--- src/rtl/twn_serial_pkg.sv ---
// Shared definitions for the TWN serial link (to_serial / from_serial).
// Holds the state encoding and the helpers that derive chunk and counter widths.
package twn_serial_pkg;

    typedef enum logic {
        IDLE  = 1'b0,
        SHIFT = 1'b1
    } state_t;

    // Width of one chunk: a word is cut into cycs equal slices.
    function automatic int chunk_width(input int bw, input int cycs);
        return bw / cycs;
    endfunction

    // Chunk counter width, never narrower than 2 bits.
    function automatic int cnt_width(input int cycs);
        return ($clog2(cycs) < 2) ? 2 : $clog2(cycs);
    endfunction

endpackage

--- src/rtl/to_serial_lane.sv ---
// One lane of the parallel-to-serial converter: a BW-bit register that is
// loaded with a word and then shifted right by one chunk per cycle, so the
// low CW bits always hold the chunk currently on the wire. Zeros fill from the top.
module to_serial_lane #(
    parameter int BW = 16,
    parameter int CW = 4
) (
    input  logic          clock,
    input  logic          reset_n,
    input  logic          load,
    input  logic          shift,
    input  logic [BW-1:0] word,
    output logic [CW-1:0] chunk
);

    logic [BW-1:0] sreg;

    // Load takes priority so a back-to-back reload on the last chunk wins over the shift.
    always_ff @(posedge clock or negedge reset_n) begin
        if (!reset_n) begin
            sreg <= '0;
        end else if (load) begin
            sreg <= word;
        end else if (shift) begin
            sreg <= sreg >> CW;
        end
    end

    assign chunk = sreg[CW-1:0];

endmodule

--- src/rtl/to_serial.sv ---
// Parallel-to-serial converter: each of VEC_LEN words of BW bits is emitted as
// CYCS consecutive chunks of BW/CYCS bits, least-significant chunk first.
// Optional build macro TO_SERIAL_PIPE_EN: accept the next vector on the last
// chunk of the current one, giving back-to-back words with no valid bubble.
//
// state | meaning
// IDLE  | no word in flight, ready for a new vector
// SHIFT | emitting chunk cnt of the loaded word
module to_serial
    import twn_serial_pkg::*;
#(
    parameter int BW      = 16,
    parameter int CYCS    = 4,
    parameter int VEC_LEN = 27
) (
    input  logic                                  clock,
    input  logic                                  reset_n,
    input  logic                                  vld_in,
    output logic                                  rdy_out,
    input  logic [VEC_LEN-1:0][BW-1:0]            in,
    output logic                                  vld_out,
    output logic                                  last_out,
    output logic [VEC_LEN-1:0][chunk_width(BW, CYCS)-1:0] out
);

    localparam int CW    = chunk_width(BW, CYCS);
    localparam int CNT_W = cnt_width(CYCS);
    localparam logic [CNT_W-1:0] CNT_LAST = CNT_W'(CYCS - 1);

    if ((BW % CYCS) != 0 || CYCS < 2) begin : g_bad_params
        $error("to_serial: BW must be divisible by CYCS and CYCS must be >= 2");
    end

    state_t                   state;
    logic [CNT_W-1:0]         cnt;
    logic                     at_last;
    logic                     accept;
    logic [VEC_LEN-1:0][CW-1:0] lane_chunk;

    assign at_last = (cnt == CNT_LAST);

    // Ready depends only on state and counter so upstream never sees a loop through vld_in.
`ifdef TO_SERIAL_PIPE_EN
    assign rdy_out = (state == IDLE) || ((state == SHIFT) && at_last);
`else
    assign rdy_out = (state == IDLE);
`endif

    assign accept   = vld_in && rdy_out;
    assign vld_out  = (state == SHIFT);
    assign last_out = vld_out && at_last;

    // Sequencer: load on accept, walk cnt through the chunks, return to IDLE unless reloaded.
    always_ff @(posedge clock or negedge reset_n) begin
        if (!reset_n) begin
            state <= IDLE;
            cnt   <= '0;
        end else begin
            case (state)
                IDLE: begin
                    cnt <= '0;
                    if (accept) begin
                        state <= SHIFT;
                    end
                end
                SHIFT: begin
                    if (at_last) begin
                        cnt <= '0;
                        if (!accept) begin
                            state <= IDLE;
                        end
                    end else begin
                        cnt <= cnt + 1'b1;
                    end
                end
                default: begin
                    state <= IDLE;
                    cnt   <= '0;
                end
            endcase
        end
    end

    for (genvar i = 0; i < VEC_LEN; i++) begin : g_lane
        to_serial_lane #(
            .BW (BW),
            .CW (CW)
        ) u_lane (
            .clock   (clock),
            .reset_n (reset_n),
            .load    (accept),
            .shift   (vld_out),
            .word    (in[i]),
            .chunk   (lane_chunk[i])
        );

        // Output forced to zero whenever no chunk is valid.
        assign out[i] = vld_out ? lane_chunk[i] : '0;
    end

endmodule
--- config.mk ---
export PLATFORM = sky130hd
export DESIGN_NAME = to_serial
export DESIGN_NICKNAME = d
export VERILOG_FILES = /design/src/rtl/twn_serial_pkg.sv /design/src/rtl/to_serial_lane.sv /design/src/rtl/to_serial.sv
export SDC_FILE = /design/constraint.sdc
export NUM_CORES = 1
export LEC_CHECK = 0
export BUFFER_PORTS_ARGS = -buffer_cell sky130_fd_sc_hd__buf_2
export CORE_AREA = 2 2 214 216
export CTS_CLUSTER_DIAMETER = 150
export DETAILED_ROUTE_END_ITERATION = 10
export DIE_AREA = 0 0 216 218
export PLACE_DENSITY = 0.71
export SLEW_MARGIN = 20
export SYNTH_ARGS = -nofsm -noshare
export SYNTH_HDL_FRONTEND = slang
export SYNTH_SLANG_ARGS = --single-unit
--- constraint.sdc ---
create_clock -name clock -period 3.05 [get_ports clock]
set_clock_uncertainty 0.2 [all_clocks]
set_input_delay 0.1525 -clock clock [delete_from_list [all_inputs] [get_ports clock]]
set_output_delay 0.1525 -clock clock [all_outputs]
set_load 0.02 [all_outputs]
; Yosys cells after proc, flatten, opt, wreduce, memory -nomap -nowiden
; Index checks and enable logic that the tools add are counted.
[classes]
reduce_logical = 3
n_addsub = 1
n_eq_ne = 1
n_bitwise = 1
mux = 86
[ops]
columns = cell, count
row1 = two-way mux 16 bit, 54
row2 = two-way mux 4 bit, 27
row3 = one-hot mux 2 bit (2 select lines), 1
row4 = adder 2 x 1 -> 2 bit (second input constant), 1
row5 = == test 2 bit (second input constant), 1
row6 = logical AND 1 bit, 2
row7 = two-way mux 1 bit, 2
row8 = two-way mux 2 bit, 1
row9 = one-hot mux 1 bit (2 select lines), 1
row10 = nonzero test 2 bit, 1
row11 = inverter 1 bit, 1
[word_totals]
out_inout_bits = 111
ff_bits = 435

; Logic depth before layout (Yosys ltp)
; Gate-level depths: netlist (run 1).
[depth]
word_depth = 5
ltp_mapped = 5
depth_no_buf = 3

; Hierarchy
; A second synthesis (run 1) with hierarchy kept.
[hier_totals]
cells_unflattened = 2102
hier_area_um2 = 21792.2
[modules_own_cells]
columns = mod, instances, cells_each, seq_area_each_um2, area_each_um2
row1 = to_serial_lane, 27, 73, 400.4, 773.2
row2 = to_serial, 1, 131, 75.1, 914.6

; Worst setup path after synthesis (run 1)
; No wires, ideal clock.
[synth_timing]
path_kind = register -> output
from = reg state (netlist: vld_out)
to = out out[35] in the netlist's numbering
arrival_ps = 1189
path_buffers = 2
t_required_ps = 2697
stages_incl_launch_ff = 4
path_slack_ps = 1508
path_cell_list = dfrtp_1 clkbuf_1 buf_2 and2_1
[synth_rtl]
columns = element, line
row1 = start: declaration, to_serial.sv:34  ; state_t state;
row2 = start signal: assignment, to_serial.sv:56  ; state <= IDLE;
row3 = start signal: assignment, to_serial.sv:63  ; state <= SHIFT;
row4 = start signal: assignment, to_serial.sv:70  ; state <= IDLE;
row5 = end: declaration, to_serial.sv:23  ; output logic [VEC_LEN-1:0][chunk_width(BW, CYCS)-1:0] out

==> results_dict.tcl, run 1 <==
set metrics [dict create \
    cts_buffer_depth 3 \
    critical_path_required_ps 2700 \
    finalCritPeriodShare_pct 84.5 \
    synth.avg_cell_area_um2 10.8 \
    antenna_found_initial 11 \
    syn_inst 1882 \
    gp_congestion 0.858 \
    cts_htree_levels 2 \
    maxSlewViolCount 0 \
    drive_gt1_share_pct 23.5 \
    io_buffer_count 545 \
    synthTopCellsByArea "dfrtp_1, mux2i_1, o21ai_1" \
    yosysSeqAreaShare_pct 53.5 \
    drt_pass1_iterations 5 \
    cts_setup_buffers 0 \
    placedCellCount 2938 \
    io_pins 546 \
    yosys.area.top_type "dfrtp_1" \
    ys_seq_elements 435 \
    viasPerCell 5.22 \
    wirelength_mm 65.9 \
    drc 0 \
    track_usage_pct 27.3 \
    fp.dieArea_um2 47100 \
    maxSlewHeadroom_pct 62.2 \
    postRouteAntennaNets 0 \
    cp_max_fo 92 \
    fp-row-count 78 \
    die_x_um 216 \
    status "complete, no violations" \
    max_freq_mhz 388 \
    cp-start-kind "flop" \
    fin_cells 3500 \
    die_y_um 218 \
    cts_tree "yes" \
    layout_min_cycle_time_ps 2580 \
    grt_overflow 0 \
    worstMarginPinSlew_ps 567 \
    cts_root_buf "clkbuf_16" \
    clkSinkCount 435 \
    dp_hpwl_mm 36.8 \
    max_cap_violations 0 \
    synth_top_area_share_pct 53.5 \
    cts_buffers 48 \
    powerDensity_nw_per_um2 743 \
    rsz0062_at_grt "no" \
    core-area_um2 44900 \
    via_count 18300 \
    insertion_delay_ps 580 \
    tns_ps 0 \
    ir_drop_uv 708 \
    syn_nets 2318 \
    grt_pass1_vias 19600 \
    mostFrequentLayoutCells "buf_2, dlygate4sd3_1, dfrtp_1" \
    path_clk_slew_ps 60 \
    drtIter0Drc 1591 \
    setup.worst_path.class "flop to primary output" \
    synth.distinct_cells 15 \
    final_common_cell "buf_2" \
    layout-area-overhead-vs-synth_pct 45.8 \
    wl_per_cell_um 18.8 \
    hold_path.class "primary input to asynchronous set/reset pin" \
    worstPathArrival_ps 2220 \
    final_nets 3290 \
    grt_max_degree 103 \
    initial_utilization_pct 45.3 \
    grt_pass1_wl_mm 103 \
    power_leakage_nw 14.9 \
    hold_violations 0 \
    setup-violations-final 0 \
    synth.cell_area_um2 20300 \
    synth_warnings 0 \
    cp-end-kind "primary output" \
]
-- routing by layer --
layer,global-route usage (%),part of all wire [%],up-vias
met5,0,0,-
met4,14.8,5.4,0
met3,5.97,6.6,286
met2,47.4,50,848
met1,31.4,38,8796
li1,-,-,8331
-- registers in the layout, summed over array words and instances (netlist names) --
register	flops
g_lane.u_lane.sreg	432
vld_out	1
cnt	2
-- power by group --
part | switching [mW] | internal [mW]
sequential | 1.18 | 7.52
combinational | 4.38 | 2.96
clock | 2.42 | 3.57
total | 7.98 | 14.1
-- cells in the mapped netlist --
cell type,count
buf_1,4
inv_2,1
nor2_1,111
nand2_1,324
buf_8,8
mux2i_1,432
buf_4,6
buf_6,12
ha_1,1
clkbuf_1,28
and2_1,110
dfrtp_1,435
buf_12,22
buf_2,64
o21ai_1,324
-- metrics by stage --
stage	cell area [µm²]	setup slack [ps]	hold slack, ps	utilization, %	power (mW)
after floorplan	20300	1510	-343	-	13.0
after global placement	23300	1130	-52.4	52.0	14.8
after detailed placement	23300	1090	-43.1	52.0	15.1
after CTS	29600	493	64.3	66.0	21.6
after global routing	29700	370	105	66.1	23.2
final	29700	473	106	66.1	22.0
-- area by class of cell --
cell class                 count  area, µm²
fill                        3026      15200
inverter                       1       3.75
multi-input combinational   1302       8280
sequential                   435      10900
clock inverter                 9        115
tap                          600        751
clock buffer                  76       1520
timing repair buffer        1066       8090
antenna                       11       27.5
-- cells by family (layout without fill, tap and decap cells) --
family	after synthesis	in the layout	share of synthesized area, %
AND/OR/NAND/NOR	545	545	11.4
flip-flops	435	435	53.5
multiplexers	432	432	21.2
AO/OA/AOI/OAI	324	324	7.97
buffers and inverters	145	1152	5.82
adder cells (fa/ha/maj)	1	1	0.0615
other	0	11	0
-- path summary, 6_finish.rpt --
| kind | cells past startpoint | to | slack [ps] | from |
|---|---|---|---|---|
| setup / recovery | 3 | out[16] | 470 | vld_out |
| hold / removal | 3 | g_lane[24].u_lane.sreg[2] | 110 | reset_n |
| setup reg to reg | 4 | g_lane[4].u_lane.sreg[1] | 1030 | vld_out |
| hold reg to reg | 1 | cnt[0] | 230 | cnt[0] |
| max in group asynchronous | 3 | g_lane[13].u_lane.sreg[10] | 1970 | reset_n |
| min in group clock | 4 | g_lane[3].u_lane.sreg[13] | 110 | vld_in |
-- worst max-delay path, stage by stage, from the launching register on --
cell and delay, ps:
dfrtp_4 790, buf_12 390, and2_1 240, buf_2 180
-- repair_timing --
item                      4_1_cts  5_1_grt
hold buffers                  466        0
resized for setup               0        0
hold endpoints to repair      785        0
Note: power is estimated with default switching activity, not from simulation.
==> run 2: changes to the inputs <==
--- a/config.mk
+++ b/config.mk
@@ -6,11 +6,11 @@
 export NUM_CORES = 1
 export LEC_CHECK = 0
 export BUFFER_PORTS_ARGS = -buffer_cell sky130_fd_sc_hd__buf_2
-export CORE_AREA = 2 2 214 216
+export CORE_MARGIN = 2
+export CORE_UTILIZATION = 48
 export CTS_CLUSTER_DIAMETER = 150
 export DETAILED_ROUTE_END_ITERATION = 10
-export DIE_AREA = 0 0 216 218
-export PLACE_DENSITY = 0.71
+export PLACE_DENSITY = 0.77
 export SLEW_MARGIN = 20
 export SYNTH_ARGS = -nofsm -noshare
 export SYNTH_HDL_FRONTEND = slang
==> constraint.sdc (replaced) <==
create_clock -name clock -period 2.3 [get_ports clock]
set_clock_uncertainty 0.2 [all_clocks]
set_input_delay 0.115 -clock clock [delete_from_list [all_inputs] [get_ports clock]]
set_output_delay 0.115 -clock clock [all_outputs]
set_load 0.02 [all_outputs]
==> run 2 against run 1 <==
Compared with the run above:
- cell count shrank 0.97%
- worst hold slack lost 34 ps
- critical path depth grew 2
- via count grew 5.0%
- sequential power grew 32%
- power grew 37%
- clock power grew 30%
- register-to-register slack lost 630 ps
- largest cell class unchanged
==> results_dict.tcl, run 2 (same netlist as run 1, synthesis figures left out) <==
set metrics [dict create \
    status "complete, no violations" \
    crit_slowest_cell "dfrtp_4" \
    critical_path_required_ps 1990 \
    io_pins 546 \
    ir_drop_uv 715 \
    layout_min_cycle_time_ps 2290 \
    post-route-util_pct 71.5 \
    antenna_found_initial 11 \
    grt_overflow 0 \
    via_count 19200 \
    largest_reg_flops 432 \
    drtIter0Drc 1725 \
    max_cap_violations 0 \
    dp_hpwl_mm 37.9 \
    num-fill-cells 2464 \
    cp_max_fo 39 \
    cts_buffer_depth 3 \
    cp-start-kind "flop" \
    worst_path_most_repeated_cell "buf_12" \
    viasPerCell 5.53 \
    power_leakage_nw 15.1 \
    final_common_cell "buf_2" \
    grt_pass1_vias 20600 \
    hold_violations 0 \
    cts_buffers 47 \
    placedCellCount 2890 \
    postRouteAntennaNets 0 \
    maxSlewViolCount 0 \
    wl_per_cell_um 21.0 \
    path_clk_slew_ps 60 \
    initial_utilization_pct 48.6 \
    worstMarginPinSlew_ps 531 \
    core-area_um2 41900 \
    hold_path.class "primary input to asynchronous set/reset pin" \
    track_usage_pct 31.8 \
    regMostFlops "g_lane.u_lane.sreg" \
    cts_root_buf "clkbuf_16" \
    die_x_um 210 \
    powerDensity_nw_per_um2 1010 \
    drt_pass1_iterations 5 \
    final_nets 3316 \
    cts_htree_levels 2 \
    die_y_um 210 \
    maxSlewHeadroom_pct 64.6 \
    rsz0062_at_grt "yes" \
    max_freq_mhz 436 \
    fp.dieArea_um2 44100 \
    cts_tree "yes" \
    gp_congestion 0.855 \
    fp-row-count 75 \
    fin_cells 3466 \
    cp-end-kind "primary output" \
    finalCritPeriodShare_pct 99.7 \
    layout-area-overhead-vs-synth_pct 47.0 \
    grt_pass1_wl_mm 109 \
    worstPathArrival_ps 1980 \
    path_cells "buf_12, buf_12, buf_16, and2_1, buf_2" \
    drive_gt1_share_pct 24.2 \
    io_buffer_count 545 \
    setup.worst_path.class "flop to primary output" \
    wirelength_mm 72.7 \
    cp_slowest_stage_delay_ps 430 \
    mostFrequentLayoutCells "buf_2, dlygate4sd3_1, dfrtp_1" \
    drc 0 \
    clkSinkCount 435 \
    setup-violations-final 0 \
    insertion_delay_ps 570 \
    grt_max_degree 120 \
]
run 2: cell types whose count changed in the layout (fill, tap and decap cells not counted), sizes merged:
cell	change
clkbuf	+2
clkinv	+3
buf	+20
clkinvlp	-2
dlygate4sd3	+3
diode	+1
run 2: worst paths after layout:
check / startpoint / end / slack (ps) / depth (start not counted)
setup / recovery: vld_out / out[57] / 7 / 5
hold / removal: reset_n / g_lane[13].u_lane.sreg[8] / 70 / 3
setup reg to reg: vld_out / g_lane[2].u_lane.sreg[6] / 400 / 5
hold reg to reg: g_lane[23].u_lane.sreg[8] / g_lane[23].u_lane.sreg[4] / 280 / 2
max in group asynchronous: reset_n / g_lane[9].u_lane.sreg[5] / 1280 / 3
min in group clock: in[157] / g_lane[9].u_lane.sreg[13] / 140 / 4
run 2: worst max-delay path: cells and delay by family, from the launching register on:
kind	cells	cell delay, ps
simple gates	1	180
flops	1	430
buf+inv	4	760
run 2: per-layer routing:
metal  up-vias  part of all wire, %  GRT usage (%)
met5         -                0.018              0
met4         2                  6.1           20.8
met3       332                  7.4           7.05
met2      1147                   51           55.4
met1      9312                   36           35.1
li1       8374                    -              -
run 2: per-stage QoR:
step | power [mW] | setup TNS [ps] | cell area (µm²) | hold slack (ps) | setup WS, ps
after floorplan | 17.3 | 0 | 20300 | -381 | 796
after global placement | 19.7 | 0 | 23400 | -125 | 607
after detailed placement | 20.1 | 0 | 23400 | -121 | 575
after CTS | 28.7 | -0.376 | 29700 | 35.0 | -0.376
after global routing | 31.5 | -452 | 29900 | 65.6 | -43.6
final | 30.1 | 0 | 29900 | 72.1 | 7.32
run 2: final cells by class:
| cell class | instances | area (µm²) | share of cell area, % |
|---|---|---|---|
| diodes | 12 | 30.0 | 0.100 |
| clock buffers | 74 | 1470 | 4.92 |
| clock inverters | 10 | 108 | 0.360 |
| inverters | 1 | 3.75 | 0.0125 |
| multi-input cells | 1302 | 8290 | 27.7 |
| flip-flops and latches | 435 | 10900 | 36.4 |
| well taps | 539 | 674 | 2.25 |
| repair buffers | 1093 | 8450 | 28.2 |
run 2: what timing repair did:
item,4_1_cts,5_1_grt
gates resized for setup,3,9
cloned,0,4
buffers inserted,3,5
hold buffers,469,0
endpoints found under the setup margin,47,71
hold endpoints to repair,868,0
run 2: power by group:
part	internal, mW	total (mW)	switching (mW)
logic	4.34	10.8	6.43
clock network	4.60	7.79	3.19
registers	9.98	11.5	1.56
==> run 3: changes to the inputs <==
--- a/config.mk
+++ b/config.mk
@@ -5,13 +5,14 @@
 export SDC_FILE = /design/constraint.sdc
 export NUM_CORES = 1
 export LEC_CHECK = 0
+export ABC_AREA = 0
 export BUFFER_PORTS_ARGS = -buffer_cell sky130_fd_sc_hd__buf_2
 export CORE_MARGIN = 2
 export CORE_UTILIZATION = 48
 export CTS_CLUSTER_DIAMETER = 150
 export DETAILED_ROUTE_END_ITERATION = 10
 export PLACE_DENSITY = 0.77
-export SLEW_MARGIN = 20
+export SLEW_MARGIN = 25
 export SYNTH_ARGS = -nofsm -noshare
 export SYNTH_HDL_FRONTEND = slang
 export SYNTH_SLANG_ARGS = --single-unit
==> constraint.sdc (replaced) <==
create_clock -name clock -period 2.3 [get_ports clock]
set_clock_uncertainty 0.2 [all_clocks]
set_input_delay 0.575 -clock clock [delete_from_list [all_inputs] [get_ports clock]]
set_output_delay 0.575 -clock clock [all_outputs]
set_load 0.02 [all_outputs]
==> run 3 against run 2 <==
Compared with the run above:
- the run now ends with setup timing left
- combinational power shrank 10%
- worst setup slack lost 220 ps
- critical path depth shrank 1
- non-clock buffer count shrank 448
- power shrank 4.3%
- core utilization shrank 10 points
- first-iteration DRC count shrank 49%
- worst hold slack lost 27 ps
- wire length shrank 24%
- largest power group unchanged
- global-route usage shrank 7.6 points
- flip-flop and latch count is the same
==> results_dict.tcl, run 3 (same netlist as run 1, synthesis figures left out) <==
set metrics [dict create \
    antenna_found_initial 36 \
    cts_buffers 46 \
    wirelength_mm 55.3 \
    grt_overflow 0 \
    regMostFlops "g_lane.u_lane.sreg" \
    setup-violations-final 110 \
    drtIter0Drc 887 \
    worstPathArrival_ps 1730 \
    postRouteAntennaNets 0 \
    cts_htree_levels 2 \
    layout_min_cycle_time_ps 2510 \
    cts_tree "yes" \
    cp-end-kind "primary output" \
    grt_pass1_wl_mm 84.7 \
    io_buffer_count 545 \
    layout-area-overhead-vs-synth_pct 25.5 \
    drive_gt1_share_pct 29.3 \
    rsz0062_at_grt "yes" \
    viasPerCell 5.23 \
    fp.dieArea_um2 44100 \
    path_clk_slew_ps 60 \
    cts_root_buf "clkbuf_16" \
    maxSlewViolCount 0 \
    hold_violations 0 \
    finalCritPeriodShare_pct 109 \
    critical_path_required_ps 1520 \
    violations "setup timing" \
    grt_pass1_vias 16400 \
    drt_pass1_iterations 5 \
    ir_drop_uv 662 \
    maxSlewHeadroom_pct 69.7 \
    tns_ps -20480 \
    final_nets 2867 \
    dp_hpwl_mm 37.8 \
    cp_max_fo 23 \
    initial_utilization_pct 48.6 \
    cts_buffer_depth 3 \
    setup.worst_path.class "flop to primary output" \
    max_freq_mhz 399 \
    core-area_um2 41900 \
    via_count 15900 \
    die_y_um 210 \
    fp-row-count 75 \
    largest_reg_flops 432 \
    io_pins 546 \
    max_cap_violations 0 \
    post-route-util_pct 61.0 \
    grt_max_degree 108 \
    clkSinkCount 435 \
    status "complete, but fails checks" \
    insertion_delay_ps 570 \
    drc 0 \
    powerDensity_nw_per_um2 1130 \
    track_usage_pct 24.2 \
    finalPower_mw 28.8 \
    worstMarginPinSlew_ps 454 \
    wl_per_cell_um 18.3 \
    num-fill-cells 3412 \
    cp-start-kind "flop" \
    hold_path.class "primary input to flop" \
    gp_congestion 0.839 \
    mostFrequentLayoutCells "buf_2, dfrtp_1, mux2i_1" \
    final_common_cell "buf_2" \
    die_x_um 210 \
    layout_setup_ws_ps -209 \
    power_leakage_nw 13.3 \
]
run 3: layout make-up:
type,instances,area [µm²],area share [%]
diodes,26,65.1,0.255
clock buffers,72,1410,5.52
clock inverters,12,191,0.750
inverters,1,3.75,0.0147
multi-input cells,1302,8290,32.5
flip-flops and latches,435,10900,42.7
well taps,539,674,2.64
repair buffers,645,4010,15.7
run 3: per-stage QoR:
| stage | cells | worst slack (ps) | hold slack [ps] | cell area (µm²) |
|---|---|---|---|---|
| after floorplan | 1882 | 336 | 79.4 | 20300 |
| after CTS | 2994 | -209 | 15.2 | 25200 |
| after detailed placement | 2902 | 291 | 226 | 23400 |
| final | 3032 | -209 | 45.4 | 25500 |
| after global placement | 2902 | 323 | 213 | 23400 |
| after global routing | 3029 | -254 | 44.3 | 25500 |
run 3: repair_timing:
| item | 4_1_cts | 5_1_grt |
|---|---|---|
| buffers inserted | 4 | 6 |
| gates resized for setup | 10 | 25 |
| hold buffers | 1 | 0 |
| endpoints found under the setup margin | 110 | 111 |
| hold endpoints to repair | 26 | 0 |
| cloned | 3 | 6 |
run 3: worst paths after layout:
check | startpoint | endpoint | slack, ps | cells past startpoint
worst max-delay path | vld_out | out[97] | -210 | 4
worst min-delay path | in[159] | g_lane[9].u_lane.sreg[15] | 50 | 3
worst max register to register | vld_out | g_lane[1].u_lane.sreg[2] | 370 | 6
worst min register to register | cnt[0] | cnt[0] | 250 | 1
max in group asynchronous | reset_n | g_lane[6].u_lane.sreg[9] | 720 | 3
min in group asynchronous | reset_n | g_lane[11].u_lane.sreg[6] | 360 | 2
run 3: critical path: stages, from the launching register on:
cell and delay, ps:
dfrtp_4 500, buf_12 170, buf_16 160, and2_1 160, buf_4 150
run 3: where the power goes:
| group | switching, mW | internal [mW] | leakage, nW |
|---|---|---|---|
| clock network | 3.06 | 4.76 | 0.788 |
| logic | 5.75 | 3.96 | 6.71 |
| registers | 1.31 | 9.97 | 5.83 |
run 3: per-layer routing:
layer / global-route usage, % / share of wire (%) / routed length [µm] / vias to the layer above
met5: 0 / 0.20 / 108 / -
met4: 9.56 / 3.1 / 1710 / 18
met3: 6.24 / 6.4 / 3570 / 122
met2: 41.3 / 50 / 27800 / 498
met1: 29.4 / 40 / 22200 / 7715
li1: - / - / - / 7507
